--- src/rtl/multicycle_ctrl.sv ---
// multicycle_ctrl
//   Main control FSM of the multi-cycle CPU. Each instruction steps through
//   IF/ID/EX/MEM/WB. The FSM drives the datapath mux selects and strobes, and
//   it stalls in IF/MEM until the memory handshake (mem_ready) completes.
//   Supported opcodes are R-type, lw, sw, beq, j and addi. Any other opcode is
//   flagged as illegal in ID.
//
// Ports
//   clk, rst             rising-edge clock, asynchronous active-high reset
//   opcode, funct        IR fields (funct is decoded by the ALU control, not here)
//   zero                 ALU zero flag, used by beq in EX
//   mem_ready            memory access completes this cycle
//   ir_in .. mem_to_reg  datapath control strobes and mux selects
//   illegal, mem_err     one-cycle error pulses
//   state                current FSM state (IF=0 ID=1 EX=2 MEM=3 WB=4)
//   retired              count of completed instructions (wraps)
module multicycle_ctrl #(
  parameter int CNT_W   = 32,
  parameter int TIMEOUT = 15
) (
  input  logic             clk,
  input  logic             rst,
  input  logic [5:0]       opcode,
  input  logic [5:0]       funct,
  input  logic             zero,
  input  logic             mem_ready,
  output logic             ir_in,
  output logic             pc_write,
  output logic [1:0]       pc_src,
  output logic             iord,
  output logic             mem_read,
  output logic             mem_write,
  output logic             alu_src_a,
  output logic [1:0]       alu_src_b,
  output logic [1:0]       alu_op,
  output logic             reg_write,
  output logic             reg_dst,
  output logic             mem_to_reg,
  output logic             illegal,
  output logic             mem_err,
  output logic [2:0]       state,
  output logic [CNT_W-1:0] retired
);

  typedef enum logic [2:0] {
    S_IF  = 3'd0,
    S_ID  = 3'd1,
    S_EX  = 3'd2,
    S_MEM = 3'd3,
    S_WB  = 3'd4
  } state_t;

  localparam logic [5:0] OP_R    = 6'b000000;
  localparam logic [5:0] OP_LW   = 6'b100011;
  localparam logic [5:0] OP_SW   = 6'b101011;
  localparam logic [5:0] OP_BEQ  = 6'b000100;
  localparam logic [5:0] OP_J    = 6'b000010;
  localparam logic [5:0] OP_ADDI = 6'b001000;

  localparam int              WAIT_W = 16;
  localparam logic [WAIT_W-1:0] TO_VAL = WAIT_W'(TIMEOUT);

  state_t            st_q, st_d;
  logic [WAIT_W-1:0] wcnt_q;
  logic              retire;
  logic              wait_clr;
  logic              waiting;
  logic              timeout_hit;
  logic              funct_unused;

  // funct only matters to the ALU control unit downstream.
  assign funct_unused = ^funct;

  assign state       = st_q;
  assign waiting     = (st_q == S_IF) || (st_q == S_MEM);
  // A mem_ready that arrives on the timeout cycle completes the access normally.
  assign timeout_hit = (TIMEOUT != 0) && waiting && !mem_ready && (wcnt_q == TO_VAL);

  always_comb begin
    st_d       = st_q;
    retire     = 1'b0;
    ir_in      = 1'b0;
    pc_write   = 1'b0;
    pc_src     = 2'd0;
    iord       = 1'b0;
    mem_read   = 1'b0;
    mem_write  = 1'b0;
    alu_src_a  = 1'b0;
    alu_src_b  = 2'd0;
    alu_op     = 2'd0;
    reg_write  = 1'b0;
    reg_dst    = 1'b0;
    mem_to_reg = 1'b0;
    illegal    = 1'b0;
    mem_err    = 1'b0;

    unique case (st_q)
      S_IF: begin
        if (timeout_hit) begin
          mem_err = 1'b1;
          st_d    = S_IF;
        end else begin
          mem_read  = 1'b1;
          alu_src_b = 2'd1;
          if (mem_ready) begin
            ir_in    = 1'b1;
            pc_write = 1'b1;
            st_d     = S_ID;
          end
        end
      end
      S_ID: begin
        // Speculatively form the branch target while decoding.
        alu_src_b = 2'd3;
        unique case (opcode)
          OP_J: begin
            pc_write = 1'b1;
            pc_src   = 2'd2;
            retire   = 1'b1;
            st_d     = S_IF;
          end
          OP_R, OP_LW, OP_SW, OP_BEQ, OP_ADDI: st_d = S_EX;
          default: begin
            illegal = 1'b1;
            st_d    = S_IF;
          end
        endcase
      end
      S_EX: begin
        alu_src_a = 1'b1;
        unique case (opcode)
          OP_R: begin
            alu_op = 2'd2;
            st_d   = S_WB;
          end
          OP_ADDI: begin
            alu_src_b = 2'd2;
            st_d      = S_WB;
          end
          OP_LW, OP_SW: begin
            alu_src_b = 2'd2;
            st_d      = S_MEM;
          end
          OP_BEQ: begin
            alu_op   = 2'd1;
            pc_src   = 2'd1;
            pc_write = zero;
            retire   = 1'b1;
            st_d     = S_IF;
          end
          default: st_d = S_IF;
        endcase
      end
      S_MEM: begin
        if (timeout_hit) begin
          mem_err = 1'b1;
          st_d    = S_IF;
        end else begin
          iord      = 1'b1;
          mem_read  = (opcode == OP_LW);
          mem_write = (opcode != OP_LW);
          if (mem_ready) begin
            if (opcode == OP_LW) begin
              st_d = S_WB;
            end else begin
              retire = 1'b1;
              st_d   = S_IF;
            end
          end
        end
      end
      S_WB: begin
        reg_write  = 1'b1;
        reg_dst    = (opcode == OP_R);
        mem_to_reg = (opcode == OP_LW);
        retire     = 1'b1;
        st_d       = S_IF;
      end
      default: st_d = S_IF;
    endcase

    // The wait counter restarts whenever IF or MEM is (re)entered.
    wait_clr = timeout_hit || (((st_d == S_IF) || (st_d == S_MEM)) && (st_d != st_q));

    // While reset is held no strobe may reach the datapath.
    if (rst) begin
      retire     = 1'b0;
      ir_in      = 1'b0;
      pc_write   = 1'b0;
      pc_src     = 2'd0;
      iord       = 1'b0;
      mem_read   = 1'b0;
      mem_write  = 1'b0;
      alu_src_a  = 1'b0;
      alu_src_b  = 2'd0;
      alu_op     = 2'd0;
      reg_write  = 1'b0;
      reg_dst    = 1'b0;
      mem_to_reg = 1'b0;
      illegal    = 1'b0;
      mem_err    = 1'b0;
    end
  end

  always_ff @(posedge clk or posedge rst) begin
    if (rst) begin
      st_q    <= S_IF;
      wcnt_q  <= '0;
      retired <= '0;
    end else begin
      st_q    <= st_d;
      retired <= retired + CNT_W'(retire);
      if (wait_clr) begin
        wcnt_q <= '0;
      end else if (waiting && !mem_ready) begin
        wcnt_q <= wcnt_q + 1'b1;
      end
    end
  end

endmodule

--- config.mk ---
export PLATFORM = sky130hd
export DESIGN_NAME = multicycle_ctrl
export DESIGN_NICKNAME = d
export VERILOG_FILES = /design/src/rtl/multicycle_ctrl.sv
export SDC_FILE = /design/constraint.sdc
export NUM_CORES = 1
export LEC_CHECK = 0
export CAP_MARGIN = 20
export CORE_UTILIZATION = 60
export CTS_CLUSTER_SIZE = 25
export DETAILED_ROUTE_END_ITERATION = 8
export DONT_BUFFER_PORTS = 1
export PLACE_DENSITY = 0.76
export REMOVE_ABC_BUFFERS = 1
export SKIP_LAST_GASP = 1
export SLEW_MARGIN = 20
export SYNTH_ARGS = -nofsm -noshare
export SYNTH_HDL_FRONTEND = slang
export SYNTH_SLANG_ARGS = --single-unit
--- constraint.sdc ---
create_clock -name clk -period 3.25 [get_ports clk]
set_clock_uncertainty 0.2 [all_clocks]
set_input_delay 0.65 -clock clk [delete_from_list [all_inputs] [get_ports clk]]
set_output_delay 0.65 -clock clk [all_outputs]
set_load 0.01 [all_outputs]
# Word level (Yosys, flattened, before mapping)
# Cells that the tools add are included.
[totals]
input_bits = 16
wordCells = 93
output_inout_bits = 52
register_bits = 51
[classes]
n_eq_ne = 13
addsub = 2
n_reduce_logical = 17
mux = 58
[op_table]
columns = ["op", "n"]
rows = [
  ["1-bit two-way mux", 36],
  ["32-bit by 1-bit adder with 32-bit output", 1],
  ["16-bit two-way mux", 2],
  ["16-bit by 1-bit adder with 16-bit output (second input constant)", 1],
  ["16-bit by 4-bit equality test with 1-bit output (second input constant)", 1],
  ["3-bit two-way mux", 5],
  ["2-bit two-way mux", 7],
  ["6-bit equality test (second input constant)", 2],
  ["3-bit one-hot mux with 4 select lines", 1],
  ["3-bit by 2-bit equality test with 1-bit output (second input constant)", 3],
  ["2-bit one-hot mux with 2 select lines", 2],
  ["6-bit by 2-bit equality test with 1-bit output (second input constant)", 1],
  ["6-bit by 3-bit equality test with 1-bit output (second input constant)", 1],
  ["6-bit by 4-bit equality test with 1-bit output (second input constant)", 1],
  ["3-bit zero test", 2],
  ["6-bit zero test", 1],
  ["6-bit != test (second input constant)", 1],
  ["2-bit one-hot mux with 3 select lines", 1],
  ["3-bit one-hot mux with 2 select lines", 1],
  ["2-bit OR reduction", 3],
  ["6-bit OR reduction", 1],
  ["5-bit OR reduction", 1],
  ["1-bit one-hot mux with 4 select lines", 1],
  ["3-bit by 1-bit equality test with 1-bit output (second input constant)", 1],
  ["other kinds (9)", 13],
]

# Longest topological paths before layout
[logic_depth]
depth_word = 11
mapped_depth = 13
mapped_depth_nobuf = 12

# Worst setup path before layout
# OpenSTA, ideal clock, no wires.
[synth_timing]
path_kind = "input to register"
start = "input opcode[3]"
end = "register retired[18]"
arrival_ps = 2976
path_buffers = 0
required_time_ps = 2970
setup_slack_ps = -6
setup_time_ps = 80
path_stages = 12
cell_sequence = "or3_1 > nor4b_2 > nand2_1 > a21o_1 > a31oi_1 > ha_1 > ha_1 > nand3_1 > nor2_1 > nand2_1 > nor2_1 > xnor2_1"
[synth_between]
elab_chain_cells = 7
word_cells_on_any_way = 11
cone_classes = "add/sub: 1; eq/ne: 3; mux: 7"
[synth_lines]
columns = ["element", "line", "source"]
rows = [
  ["from (decl)", "23", "input logic [5:0] opcode,"],
  ["6-bit equality test", "163", "if (opcode == OP_LW) begin"],
  ["1-bit two-way mux", "163", ""],
  ["1-bit two-way mux", "162", "if (mem_ready) begin"],
  ["1-bit two-way mux", "155", "if (timeout_hit) begin"],
  ["1-bit one-hot mux with 4 select lines *", "97", "unique case (st_q)"],
  ["1-bit two-way mux *", "186", "if (rst) begin"],
  ["32-bit by 1-bit adder with 32-bit output *", "212", "retired <= retired + CNT_W'(retire);"],
  ["to (signal assigned)", "212", ""],
  ["to (decl)", "42", "output logic [CNT_W-1:0] retired"],
]
# Every way passes the cells marked *; elsewhere a longest branch is shown, timed or not.
# A chain may end at the register's enable or synchronous reset.

# Worst setup path after layout
[layout_timing]
start = "input opcode[3]"
end = "register retired[29]"
# The elaborated chain is that of the path after synthesis.

==> summary.md <==
| Metric | Value |
|---|---|
| Pwr/cell area | `380 nW/um^2` |
| Post-synth top flop | `dfrtp_1` |
| Die width | `70.5 um` |
| Critical path capture point type | `flop` |
| Sequential Area | `1280 sq um` |
| Delay-heaviest family, CP | `simple AND/OR/NAND/NOR gates` |
| VDD IR-drop max | `183 uV` |
| Die ar. | `4970 sq um` |
| DR WL/cell | `15.2 um` |
| CTS buffer count | `5` |
| Final Cycle Share | `91.6%` |
| Netlist cell types | `53` |
| Number of global-route vias before repair | `2071` |
| CTS root buf | `clkbuf_8` |
| Clock transition at path regs | `0.09 ns` |
| CP Launch Type | `input port` |
| Fin cells | `346` |
| Fillers | `343` |
| RSZ-0062 raised after global routing | `no` |
| Global-route wire length before repair | `9180 um` |
| Detail Route Antenna Nets | `0` |
| Failing checks | `DRC` |
| All-Layer GR Usage | `23.3%` |
| WP buf/inv | `0` |
| Largest family of logic cells by synthesized area | `simple AND/OR/NAND/NOR gates` |
| Minimum clock period | `2.98 ns` |
| Ys Warns | `0` |
| Multiplexer area fraction after synthesis | `0.356%` |
| Row Count | `24` |
| Mapped Area | `2810 sq um` |
| Placed Cells | `338` |
| Number of max-cap violations | `0` |
| H-tree levels | `2` |
| P&R area growth vs syn | `8.19%` |
| CP arrival | `2.97 ns` |
| Register area share after synthesis | `45.4%` |
| WS Path Type | `input port to flop` |
| Placement Cell Area | `2930 sq um` |
| Worst slack, placed | `-0.0749 ns` |
| Via-to-Cell Ratio | `6.07` |
| Final Hold Slack | `0.203 ns` |
| XOR/XNOR Fraction of Synth Area | `14.7%` |
| GPL Wtd Cong | `0.882` |
| Initial antenna violation count | `0` |
| Largest net degree at the start of global routing | `52` |
| #FFs+latches synth | `51` |
| Final Cell Area | `3040 sq um` |
| Hpwl dp | `3860 um` |
| Max Clock Freq | `336 MHz` |
| Antenna diode count | `0` |
| Status | `finished with violations` |
| Starting DRT DRC Count | `114` |
| Share of flip-flops with an asynchronous set or reset | `100%` |
| Core Footprint | `4440 sq um` |
| Clock Path Buffers | `2` |
| Number of synthesized flops with an enable pin | `0` |
| Slew at the pin with the worst max-slew slack | `0.612 ns` |
| Vias post-DR | `2100` |
| Leakage | `1.37 nW` |
| Final setup fails | `0` |
| Multi-input gate area | `1480 sq um` |
| Delay of the slowest critical-path stage | `0.39 ns` |
| DRC viols | `8` |
| Post-synthesis simple-gate area fraction | `30.2%` |
| Fin. max-slew vios | `0` |
| Clock tree from TritonCTS | `done` |
| CTS Sinks | `51` |
| Pre-antenna DRT Iters | `6` |
| Relative slew margins | `59.2%` |
| Crit-path slowest cell | `or3_1` |
| Avg Synthesized Cell Area | `10.0 sq um` |
| Worst setup margin | `0.272 ns` |
| Worst hold path type | `input port to async pin` |
| Share of cells above drive strength 1 | `15.0%` |
| CP most frequent cell | `nand4_1` |
| Die H | `70.5 um` |
| Cells after Synth | `281` |
| Total wire length | `5270 um` |
| Initial Util | `63.3%` |
| # nets final | `312` |
| I/O pin count | `68` |
| Post-Synth Adder-Cell Area | `1.33%` |
| Largest fanout on the critical path | `5` |
| CP required | `3.25 ns` |
| Total congestion overflow | `0` |
| Clk_lat worst skew | `0.30 ns` |
| Synth Area in Compound Gates | `5.52%` |
| Number of hold violations in the final report | `0` |
| CP cell instances | `or3_1 > nor4b_2 > nand2_1 > a21o_1 > a31oi_1 > ha_1 > and4_1 > nand4_1 > nor3b_2 > nand4_1 > xnor2_1` |
| Post-CTS Hold Fix Bufs | `0` |
| Port-buffer cells | `0` |
-- registers in the layout, indices dropped and copies added (netlist names) --
signal / count
state: 3
retired: 32
wcnt_q: 16
-- cells in the final DEF (no fill, tap or decap), types with 2 or more instances in the layout --
| cell | n |
|---|---|
| nand2b_1 | 3 |
| o22ai_1 | 3 |
| inv_1 | 5 |
| nor2_1 | 35 |
| nand2_1 | 27 |
| and3_1 | 5 |
| o31ai_1 | 2 |
| nand3_2 | 4 |
| dfrtp_1 | 51 |
| nand4_2 | 2 |
| and2_1 | 2 |
| a31oi_1 | 2 |
| xnor2_1 | 24 |
| or4_1 | 3 |
| buf_4 | 14 |
| nand3_1 | 19 |
| nor4_4 | 2 |
| and4_1 | 4 |
| ha_1 | 3 |
| xor2_1 | 20 |
| nor3_1 | 10 |
| nor3b_2 | 3 |
| or3_1 | 3 |
| and4b_1 | 2 |
| clkbuf_8 | 6 |
| nand4_1 | 14 |
-- synth_stat cells (4+ instances only) --
| master | count | area share [%] |
|---|---|---|
| nand2_1 | 27 | 3.6 |
| nor2_1 | 35 | 4.7 |
| and3_1 | 5 | 1.1 |
| dfrtp_1 | 51 | 45 |
| nand3_1 | 20 | 3.6 |
| xor2_1 | 20 | 6.2 |
| and4_1 | 4 | 1.2 |
| inv_1 | 6 | 0.80 |
| nor3_1 | 10 | 1.8 |
| nand4_1 | 14 | 3.1 |
| xnor2_1 | 24 | 7.5 |
-- logic make-up (layout without fill, tap and decap cells) --
family	after synthesis	count (layout)
adders and majority gates	3	3
and+or+nand+nor	146	146
DFF	51	51
muxes	1	1
xor gates and xnor gates	45	45
AOI/OAI and AO/OA	20	20
buffers and inverters	15	28
-- routing by layer --
layer | routed length, um | track usage (%) | vias up
li1 | - | - | 1011
met1 | 2300 | 29.3 | 998
met2 | 2530 | 38.0 | 78
met3 | 337 | 6.49 | 13
met4 | 104 | 8.84 | 0
met5 | 0 | 0 | -
-- through the flow --
stage | power, mW | TNS, ns | utilization (%)
after floorplan | 0.760 | -0.00634 | -
after global placement | 0.784 | -0.0639 | 66.0
after detailed placement | 0.792 | -0.336 | 66.0
after CTS | 1.17 | 0 | 68.2
after global routing | 1.21 | 0 | 68.5
final | 1.16 | 0 | 68.5
-- repair_timing --
item                                    CTS  global route
endpoints found under the setup margin    0             7
endpoints found under the hold margin     0             0
resized for setup                         0             2
buffers inserted                          0             0
-- area by class of cell --
type                            instances  share of cell area, %
Multi-Input combinational cell        215                   48.5
Sequential cell                        51                   41.9
Timing Repair Buffer                   14                   3.45
Clock buffer                            6                   2.71
Tap cell                               52                   2.14
Inverter                                6                  0.740
Clock inverter                          2                  0.535
-- power breakdown --
part / switching, mW / leakage, nW / internal, mW / total [mW]
clock: 0.206 / 0.0474 / 0.174 / 0.380
combinational: 0.0609 / 0.619 / 0.0361 / 0.0971
sequential: 0.0253 / 0.700 / 0.654 / 0.679
-- worst paths after layout --
kind                       cells past startpoint          end  slack [ns]        start
setup / recovery                              11  retired[29]        0.27    opcode[3]
hold / removal                                 2   wcnt_q[15]        0.20          rst
setup reg to reg                              10  retired[29]        0.44     state[2]
hold reg to reg                                1  retired[31]        0.34  retired[31]
max in group asynchronous                      2   retired[1]        2.22          rst
min in group clk                               1     state[1]        0.24    opcode[4]
Power figures use the tool's default switching activity.
